--- config.mk ---
export PLATFORM = sky130hd
export DESIGN_NAME = fetch_ctrl_flat
export DESIGN_NICKNAME = d
export VERILOG_FILES = /design/src/rtl/fetch_pkg.sv /design/src/rtl/fetch_ctrl_if.sv /design/src/rtl/fetch_ctrl_pc_next_sel.sv /design/src/rtl/fetch_ctrl.sv /design/src/flat_wrapper.sv
export SDC_FILE = /design/constraint.sdc
export NUM_CORES = 1
export LEC_CHECK = 0
export ABC_AREA = 1
export CORE_MARGIN = 2
export CORE_UTILIZATION = 38
export CTS_CLUSTER_SIZE = 14
export DETAILED_ROUTE_END_ITERATION = 6
export GPL_TIMING_DRIVEN = 1
export PLACE_DENSITY_LB_ADDON = 0.25
export SYNTH_ARGS = -nofsm -noshare
export SYNTH_HDL_FRONTEND = slang
export SYNTH_SLANG_ARGS = --single-unit
--- constraint.sdc ---
create_clock -name clk -period 1.4 [get_ports clk]
set_input_delay 0.28 -clock clk [delete_from_list [all_inputs] [get_ports clk]]
set_output_delay 0.28 -clock clk [all_outputs]
set_load 0.005 [all_outputs]
--- src/rtl/fetch_pkg.sv ---
// fetch_pkg: shared constants and state encoding for the fetch-stage sequencer.
//   PC_W      program-counter / instruction-address width
//   RESET_PC  PC loaded by reset
//   TRAP_PC   PC loaded on a misaligned redirect (FETCH_MISALIGN_TRAP_EN builds only)
//   PC_INC    sequential increment, bytes per instruction
package fetch_pkg;

  localparam int PC_W = 8;

  localparam logic [PC_W-1:0] RESET_PC = 8'h00;
  localparam logic [PC_W-1:0] TRAP_PC  = 8'hF0;
  localparam logic [PC_W-1:0] PC_INC   = 8'h04;

  typedef enum logic [1:0] {
    ST_BOOT  = 2'd0,
    ST_FETCH = 2'd1,
    ST_WAIT  = 2'd2
  } fetch_state_e;

endpackage

--- src/rtl/fetch_ctrl_if.sv ---
// fetch_if: handshake and bus signals between the fetch sequencer and its
// neighbours (EX redirect, hazard unit, instruction memory, IF/ID register).
//   master modport : fetch_ctrl side (drives imem request and IF/ID controls)
//   slave modport  : environment side (drives stall, redirect, imem_ready)
interface fetch_if import fetch_pkg::*; ();

  logic            stall_req;
  logic            redirect_valid;
  logic [PC_W-1:0] redirect_target;
  logic            imem_ready;
  logic            imem_req;
  logic [PC_W-1:0] imem_addr;
  logic [PC_W-1:0] pc_out;
  logic            if_valid;
  logic            flush;
  logic            pc_stall;
  logic            misalign_trap;

  modport master (
    input  stall_req, redirect_valid, redirect_target, imem_ready,
    output imem_req, imem_addr, pc_out, if_valid, flush, pc_stall, misalign_trap
  );

  modport slave (
    output stall_req, redirect_valid, redirect_target, imem_ready,
    input  imem_req, imem_addr, pc_out, if_valid, flush, pc_stall, misalign_trap
  );

endinterface

--- src/rtl/fetch_ctrl_pc_next_sel.sv ---
// pc_next_sel: combinational next-PC select for the fetch sequencer.
// Priority: redirect (or trap) > hold > sequential increment.
//   pc        in  current PC
//   target    in  redirect destination from EX
//   redirect  in  redirect accepted this cycle (already gated by state)
//   hold      in  PC must not advance (boot, stall or imem wait)
//   pc_next   out value for the PC register
//   misalign  out misaligned redirect trapped this cycle
// Build option FETCH_MISALIGN_TRAP_EN: misaligned targets load TRAP_PC and
// raise misalign; otherwise the low two target bits are cleared and misalign
// stays 0.
module pc_next_sel import fetch_pkg::*; (
  input  logic [PC_W-1:0] pc,
  input  logic [PC_W-1:0] target,
  input  logic            redirect,
  input  logic            hold,
  output logic [PC_W-1:0] pc_next,
  output logic            misalign
);

  localparam logic [PC_W-1:0] ALIGN_MASK = {{(PC_W-2){1'b1}}, 2'b00};

  always_comb begin
    pc_next  = pc;
    misalign = 1'b0;
    if (redirect) begin
`ifdef FETCH_MISALIGN_TRAP_EN
      if (target[1:0] != 2'b00) begin
        pc_next  = TRAP_PC;
        misalign = 1'b1;
      end else begin
        pc_next  = target;
      end
`else
      pc_next = target & ALIGN_MASK;
`endif
    end else if (!hold) begin
      // wraps modulo 2^PC_W with no carry out
      pc_next = pc + PC_INC;
    end
  end

endmodule

--- src/rtl/fetch_ctrl.sv ---
// fetch_ctrl: fetch-stage sequencer. Owns the program counter and each cycle
// redirects, holds or advances it, driving the imem request and IF/ID controls.
//   clk    in  single clock, all state changes on posedge
//   reset  in  asynchronous active-low reset
//   bus    fetch_if.master: stall_req, redirect_valid, redirect_target,
//          imem_ready in; imem_req, imem_addr, pc_out, if_valid, flush,
//          pc_stall, misalign_trap out (all outputs combinational)
// Build option FETCH_MISALIGN_TRAP_EN enables trapping misaligned redirects.
//
// state | meaning
// BOOT  | first cycle after reset, no fetch issued, PC held at RESET_PC
// FETCH | fetch request issued at PC
// WAIT  | previous fetch saw imem_ready=0, request re-issued at same PC
module fetch_ctrl import fetch_pkg::*; (
  input logic    clk,
  input logic    reset,
  fetch_if.master bus
);

  localparam logic [1:0] S_BOOT  = ST_BOOT;
  localparam logic [1:0] S_FETCH = ST_FETCH;
  localparam logic [1:0] S_WAIT  = ST_WAIT;

  logic [1:0]      state;
  logic [1:0]      state_nxt;
  logic [PC_W-1:0] pc;
  logic [PC_W-1:0] pc_nxt;
  logic            active;
  logic            take_redirect;
  logic            hold;
  logic            misalign;

  // EX holds nothing valid during BOOT, so redirects are ignored there
  assign active        = (state != S_BOOT);
  assign take_redirect = active & bus.redirect_valid;
  assign hold          = ~active | bus.stall_req | ~bus.imem_ready;

  pc_next_sel u_pc_next_sel (
    .pc       (pc),
    .target   (bus.redirect_target),
    .redirect (take_redirect),
    .hold     (hold),
    .pc_next  (pc_nxt),
    .misalign (misalign)
  );

  always_comb begin
    state_nxt = state;
    case (state)
      S_BOOT:  state_nxt = S_FETCH;
      S_FETCH,
      S_WAIT: begin
        if (bus.redirect_valid)   state_nxt = S_FETCH;
        else if (bus.stall_req)   state_nxt = state;
        else if (!bus.imem_ready) state_nxt = S_WAIT;
        else                      state_nxt = S_FETCH;
      end
      default: state_nxt = S_BOOT;
    endcase
  end

  always_ff @(posedge clk or negedge reset) begin
    if (!reset) begin
      state <= S_BOOT;
      pc    <= RESET_PC;
    end else begin
      state <= state_nxt;
      pc    <= pc_nxt;
    end
  end

  assign bus.imem_req      = active;
  assign bus.imem_addr     = pc;
  assign bus.pc_out        = pc;
  assign bus.flush         = take_redirect;
  assign bus.if_valid      = active & ~bus.redirect_valid & ~bus.stall_req & bus.imem_ready;
  assign bus.pc_stall      = ~take_redirect & hold;
  assign bus.misalign_trap = misalign;

endmodule

--- src/flat_wrapper.sv ---
// flat-port wrapper written by rule: the top's interface ports become plain ports
module fetch_ctrl_flat import fetch_pkg::*;
  (clk, reset, bus_stall_req, bus_redirect_valid, bus_redirect_target, bus_imem_ready, bus_imem_req, bus_imem_addr, bus_pc_out, bus_if_valid, bus_flush, bus_pc_stall, bus_misalign_trap);
  fetch_if bus_i ();
  input logic clk;
  input logic reset;
  input wire logic [$bits(bus_i.stall_req)-1:0] bus_stall_req;
  input wire logic [$bits(bus_i.redirect_valid)-1:0] bus_redirect_valid;
  input wire logic [$bits(bus_i.redirect_target)-1:0] bus_redirect_target;
  input wire logic [$bits(bus_i.imem_ready)-1:0] bus_imem_ready;
  output wire logic [$bits(bus_i.imem_req)-1:0] bus_imem_req;
  output wire logic [$bits(bus_i.imem_addr)-1:0] bus_imem_addr;
  output wire logic [$bits(bus_i.pc_out)-1:0] bus_pc_out;
  output wire logic [$bits(bus_i.if_valid)-1:0] bus_if_valid;
  output wire logic [$bits(bus_i.flush)-1:0] bus_flush;
  output wire logic [$bits(bus_i.pc_stall)-1:0] bus_pc_stall;
  output wire logic [$bits(bus_i.misalign_trap)-1:0] bus_misalign_trap;
  assign bus_i.stall_req = bus_stall_req;
  assign bus_i.redirect_valid = bus_redirect_valid;
  assign bus_i.redirect_target = bus_redirect_target;
  assign bus_i.imem_ready = bus_imem_ready;
  assign bus_imem_req = bus_i.imem_req;
  assign bus_imem_addr = bus_i.imem_addr;
  assign bus_pc_out = bus_i.pc_out;
  assign bus_if_valid = bus_i.if_valid;
  assign bus_flush = bus_i.flush;
  assign bus_pc_stall = bus_i.pc_stall;
  assign bus_misalign_trap = bus_i.misalign_trap;
  fetch_ctrl u_core (.clk(clk), .reset(reset), .bus(bus_i));
endmodule
# --- Word-level counts from Yosys, hierarchy flattened ---
# Index checks and enable logic that the tools add are counted.
op_classes:
  n_reduce_logical: 3
  muxes: 6
  n_eq_ne: 4
  bitwise_logic: 12
  n_addsub: 1
ops:
  columns: ["operator", "n"]
  rows:
  - ["two-way mux 8 bit", 2]
  - ["adder 8 x 3 -> 8 bit (second input constant)", 1]
  - ["two-way mux 2 bit", 3]
  - ["AND 1 bit", 5]
  - ["inverter 1 bit", 5]
  - ["one-hot mux 2 bit (2 select lines)", 1]
  - ["inequality test 3 bit (second input constant)", 1]
  - ["equality test 2 x 1 -> 1 bit (second input constant)", 1]
  - ["equality test 2 bit (second input constant)", 1]
  - ["logical NOT 2 bit", 1]
  - ["inequality test 2 x 1 -> 1 bit (second input constant)", 1]
  - ["bitwise OR 1 bit", 2]
  - ["nonzero test 2 bit", 1]
  - ["OR reduction 2 bit", 1]
word_totals:
  register_bits: 10
  wordCells: 28
  out_inout_bits: 21
  inputBits: 13

# --- Depth between registers and ports, before layout ---
depth:
  depth_word: 6
  ltp_mapped: 9
  ltp_nobuf: 8

# --- By module ---
# Synthesis repeated with hierarchy kept, for this count alone.
unflattened:
  hier_cells: 94
  area_unflattened_um2: 673.1
by_module_without_submodules:
  columns: ["module", "area_each_um2", "instances", "seq_area_each_um2", "cells_per_inst"]
  rows:
  - ["fetch_ctrl", 437.9, 1, 250.2, 43]
  - ["pc_next_sel", 235.2, 1, 0.0, 51]

# --- Least setup slack after synthesis ---
# No wires, ideal clock.
synth_timing:
  path_type: "register to output"
  start: "register u_core.state[0]"
  end: "output port bus_if_valid"
  stages_incl_launch_ff: 6
  path_slack_ps: 118
  t_arrival_ps: 1002
  required_time_ps: 1120
  path_buffers: 0
  path_cell_list: "dfrtp_1 -> inv_1 -> ha_1 -> nor2_1 -> nand2_1 -> nor2_1"
synth_via:
  elab_chain_cells: 4
synth_rtl:
  columns: ["item", "line_no", "source"]
  rows:
  - ["start, declared", "fetch_ctrl.sv:24", "logic [1:0] state;"]
  - ["start signal, assigned", "fetch_ctrl.sv:67", "state <= state_nxt;"]
  - ["nonzero test 2 bit", "fetch_ctrl.sv:34", "assign active = (state != S_BOOT);"]
  - ["AND 1 bit (3 in series)", "fetch_ctrl.sv:76", "assign bus.if_valid = active & ~bus.redirect_valid & ~bus.stall_req & bus.imem_ready;"]
  - ["end, declared", "flat_wrapper.sv:14", "output wire logic [$bits(bus_i.if_valid)-1:0] bus_if_valid;"]
# No other way between the ends.

# --- Worst setup path after layout ---
layout_timing:
  start: "register u_core.state[1]"
  end: "output port bus_if_valid"
# Same word-level chain as after synthesis.

==> metrics.csv <==
metric,value,unit
status,"finished, violations left",
violations,negative setup slack,
area_growth,69.2,%
io_pins,34,
cts_max_level,1,
die_h,44.8,um
worst_hold_path_type,in2async,
gp_congestion,0.796,
synth-seq-cells,8,
ctsHoldBuffers,0,
ff2ff_setup_slack,0.01,ns
cts.sinks,8,
rsz0062_at_grt,yes,
yosys.cell_types.count,19,
start_kind,flop,
path_clk_slew,0.06,ns
via_count,741,
critPathRequiredTime,1.12,ns
first_pass_iters,4,
drv_cap,0,
synth_edf_count,0,
crit_arrival,1.26,ns
insertion_delay,0.26,ns
synth_flop_cell,dfrtp_1,
post-place-ws,-0.424,ns
placed_area,880,um^2
drc,0,
cts_tree,built,
final_antenna_net_count,0,
finalInstanceArea,0.00107,mm^2
cts_max_path_buffers,2,
yosys.area.top_type,dfrtp_1,
ff2ff_path_depth,8,
crit_fanout,4,
die_area,0.00201,mm^2
mostFrequentLayoutCells,"18 x buf_4, 14 x nand2_1, 10 x nor2_1, 10 x clkdlybuf4s50_1",
synthTopCellsByArea,"dfrtp_1 32%, buf_4 13%, nand2_1 8.9%",
rr_startpoint,u_core.state[1]$_DFFE_PN0P_,
drt_wl_total,1870,um
holdWs,0.302,ns
place_inst,130,
synth.avg_cell_area,7.03,um^2
grt_pass1_vias,622,
fin_crit_sh,110,%
antenna_found_initial,0,
final_common_cell,buf_4,
nets,149,
hold_viol_final,0,
setup_viol,4,
leakage,0.563,nW
grt_max_degree,12,
ys_seq_area_share,31.6,%
vias_per_cell,5.04,
fin_tns_setup,-0.330,ns
routedWlPerCell,12.7,um
numCtsBuffers,3,
finish.utilization,69.5,%
drive_gt1_share,32.8,%
ys_warn_count,0,
synth_top_area_share,31.6,%
fmax,651,MHz
total_power,2.27,mW
worst_slack,-0.136,ns
ir_worst_vdd,1140,uV
root_buffer,clkbuf_4,
rows,14,
grt_pass1_wl,2560,um
grt.total_usage,18.3,%
netlist_area,633,um^2
maxSlewViolCount,0,
start_util,41.1,%
async_flop_share,100,%
power_density,2120,mW/mm^2
core,0.00154,mm^2
antennaDiodeCount,0,
grt-ovfl-total,0,
reg2reg_to,u_core.bus.imem_addr[4]$_DFFE_PN0P_,
dp_hpwl,1190,um
drt_iter0_markers,6,
port_buffers,26,
endpoint_kind,output pin,
syn_inst,90,
finalCriticalPeriod,1.54,ns
die_w,44.8,um
fin_cells,147,
crit_type,reg2out,
finalClockSkew,0.00807,ns
-- what timing repair did --
| action | in CTS | in global routing |
|---|---|---|
| pin swaps | 3 | 5 |
| gates resized for setup | 33 | 18 |
| endpoints found under the setup margin | 22 | 12 |
| setup buffers | 10 | 4 |
| cloned | 0 | 1 |
-- area by class of cell --
cell class / instances / area (um^2)
Fill cell: 140 / 470
Multi-Input combinational cell: 63 / 395
Timing Repair Buffer: 45 / 383
Sequential cell: 8 / 203
Inverter: 12 / 47.5
Clock buffer: 3 / 22.5
Tap cell: 16 / 20.0
-- critical path, stage by stage, from the launching register on --
cell,delay [ns]
dfrtp_1,0.38
inv_2,0.06
ha_4,0.18
nor2_4,0.10
nand2_2,0.07
nor2_1,0.08
buf_2,0.11
-- state kept, by name, indices dropped and copies added, names as in the netlist --
signal,count
u_core.state,2
u_core.bus.imem_addr,6
-- synthesized netlist by cell type, types with 2 or more instances --
master and instances:
nand2_1 15, nor2_1 15, inv_1 12, buf_4 11
dfrtp_1 8, nand3_1 8, o21ai_0 4, ha_1 3
a31oi_1 2, nand2_2 2, o22ai_1 2
-- power breakdown --
part | total (mW) | switching [mW] | internal (mW)
sequential | 0.418 | 0.0683 | 0.350
combinational | 1.66 | 0.805 | 0.852
clock | 0.190 | 0.0915 | 0.0990
-- cells by family (layout without fill, tap and decap cells) --
family / after synthesis / in the layout / share of synthesized area, %
compound gates: 11 / 11 / 10.5
xor+xnor: 1 / 1 / 1.38
fa+ha+maj: 3 / 3 / 5.93
buf+inv: 24 / 60 / 21.9
flops: 8 / 8 / 31.6
other cells: 1 / 5 / 0.592
simple gates: 42 / 43 / 28.1
-- layer usage --
| layer | wire [um] | track usage (%) | vias up |
|---|---|---|---|
| li1 | - | - | 356 |
| met1 | 719 | 19.4 | 347 |
| met2 | 1000 | 33.0 | 34 |
| met3 | 117 | 2.80 | 4 |
| met4 | 29 | 12.4 | 0 |
| met5 | 0 | 0 | - |
-- worst max path at each step --
stage	cells past startpoint	end	slack, ns	start
finish	6	bus_if_valid	-0.14	u_core.state[1]$_DFFE_PN0P_
global route	6	bus_if_valid	-0.18	u_core.state[1]$_DFFE_PN0P_
CTS	5	bus_pc_stall	-0.14	u_core.state[1]$_DFFE_PN0P_
detailed placement	5	bus_if_valid	-0.42	bus_stall_req
global placement	5	bus_if_valid	-0.40	bus_stall_req
floorplan	5	bus_if_valid	0.12	u_core.state[0]$_DFFE_PN0P_
Note: power is estimated with default switching activity, not from simulation.
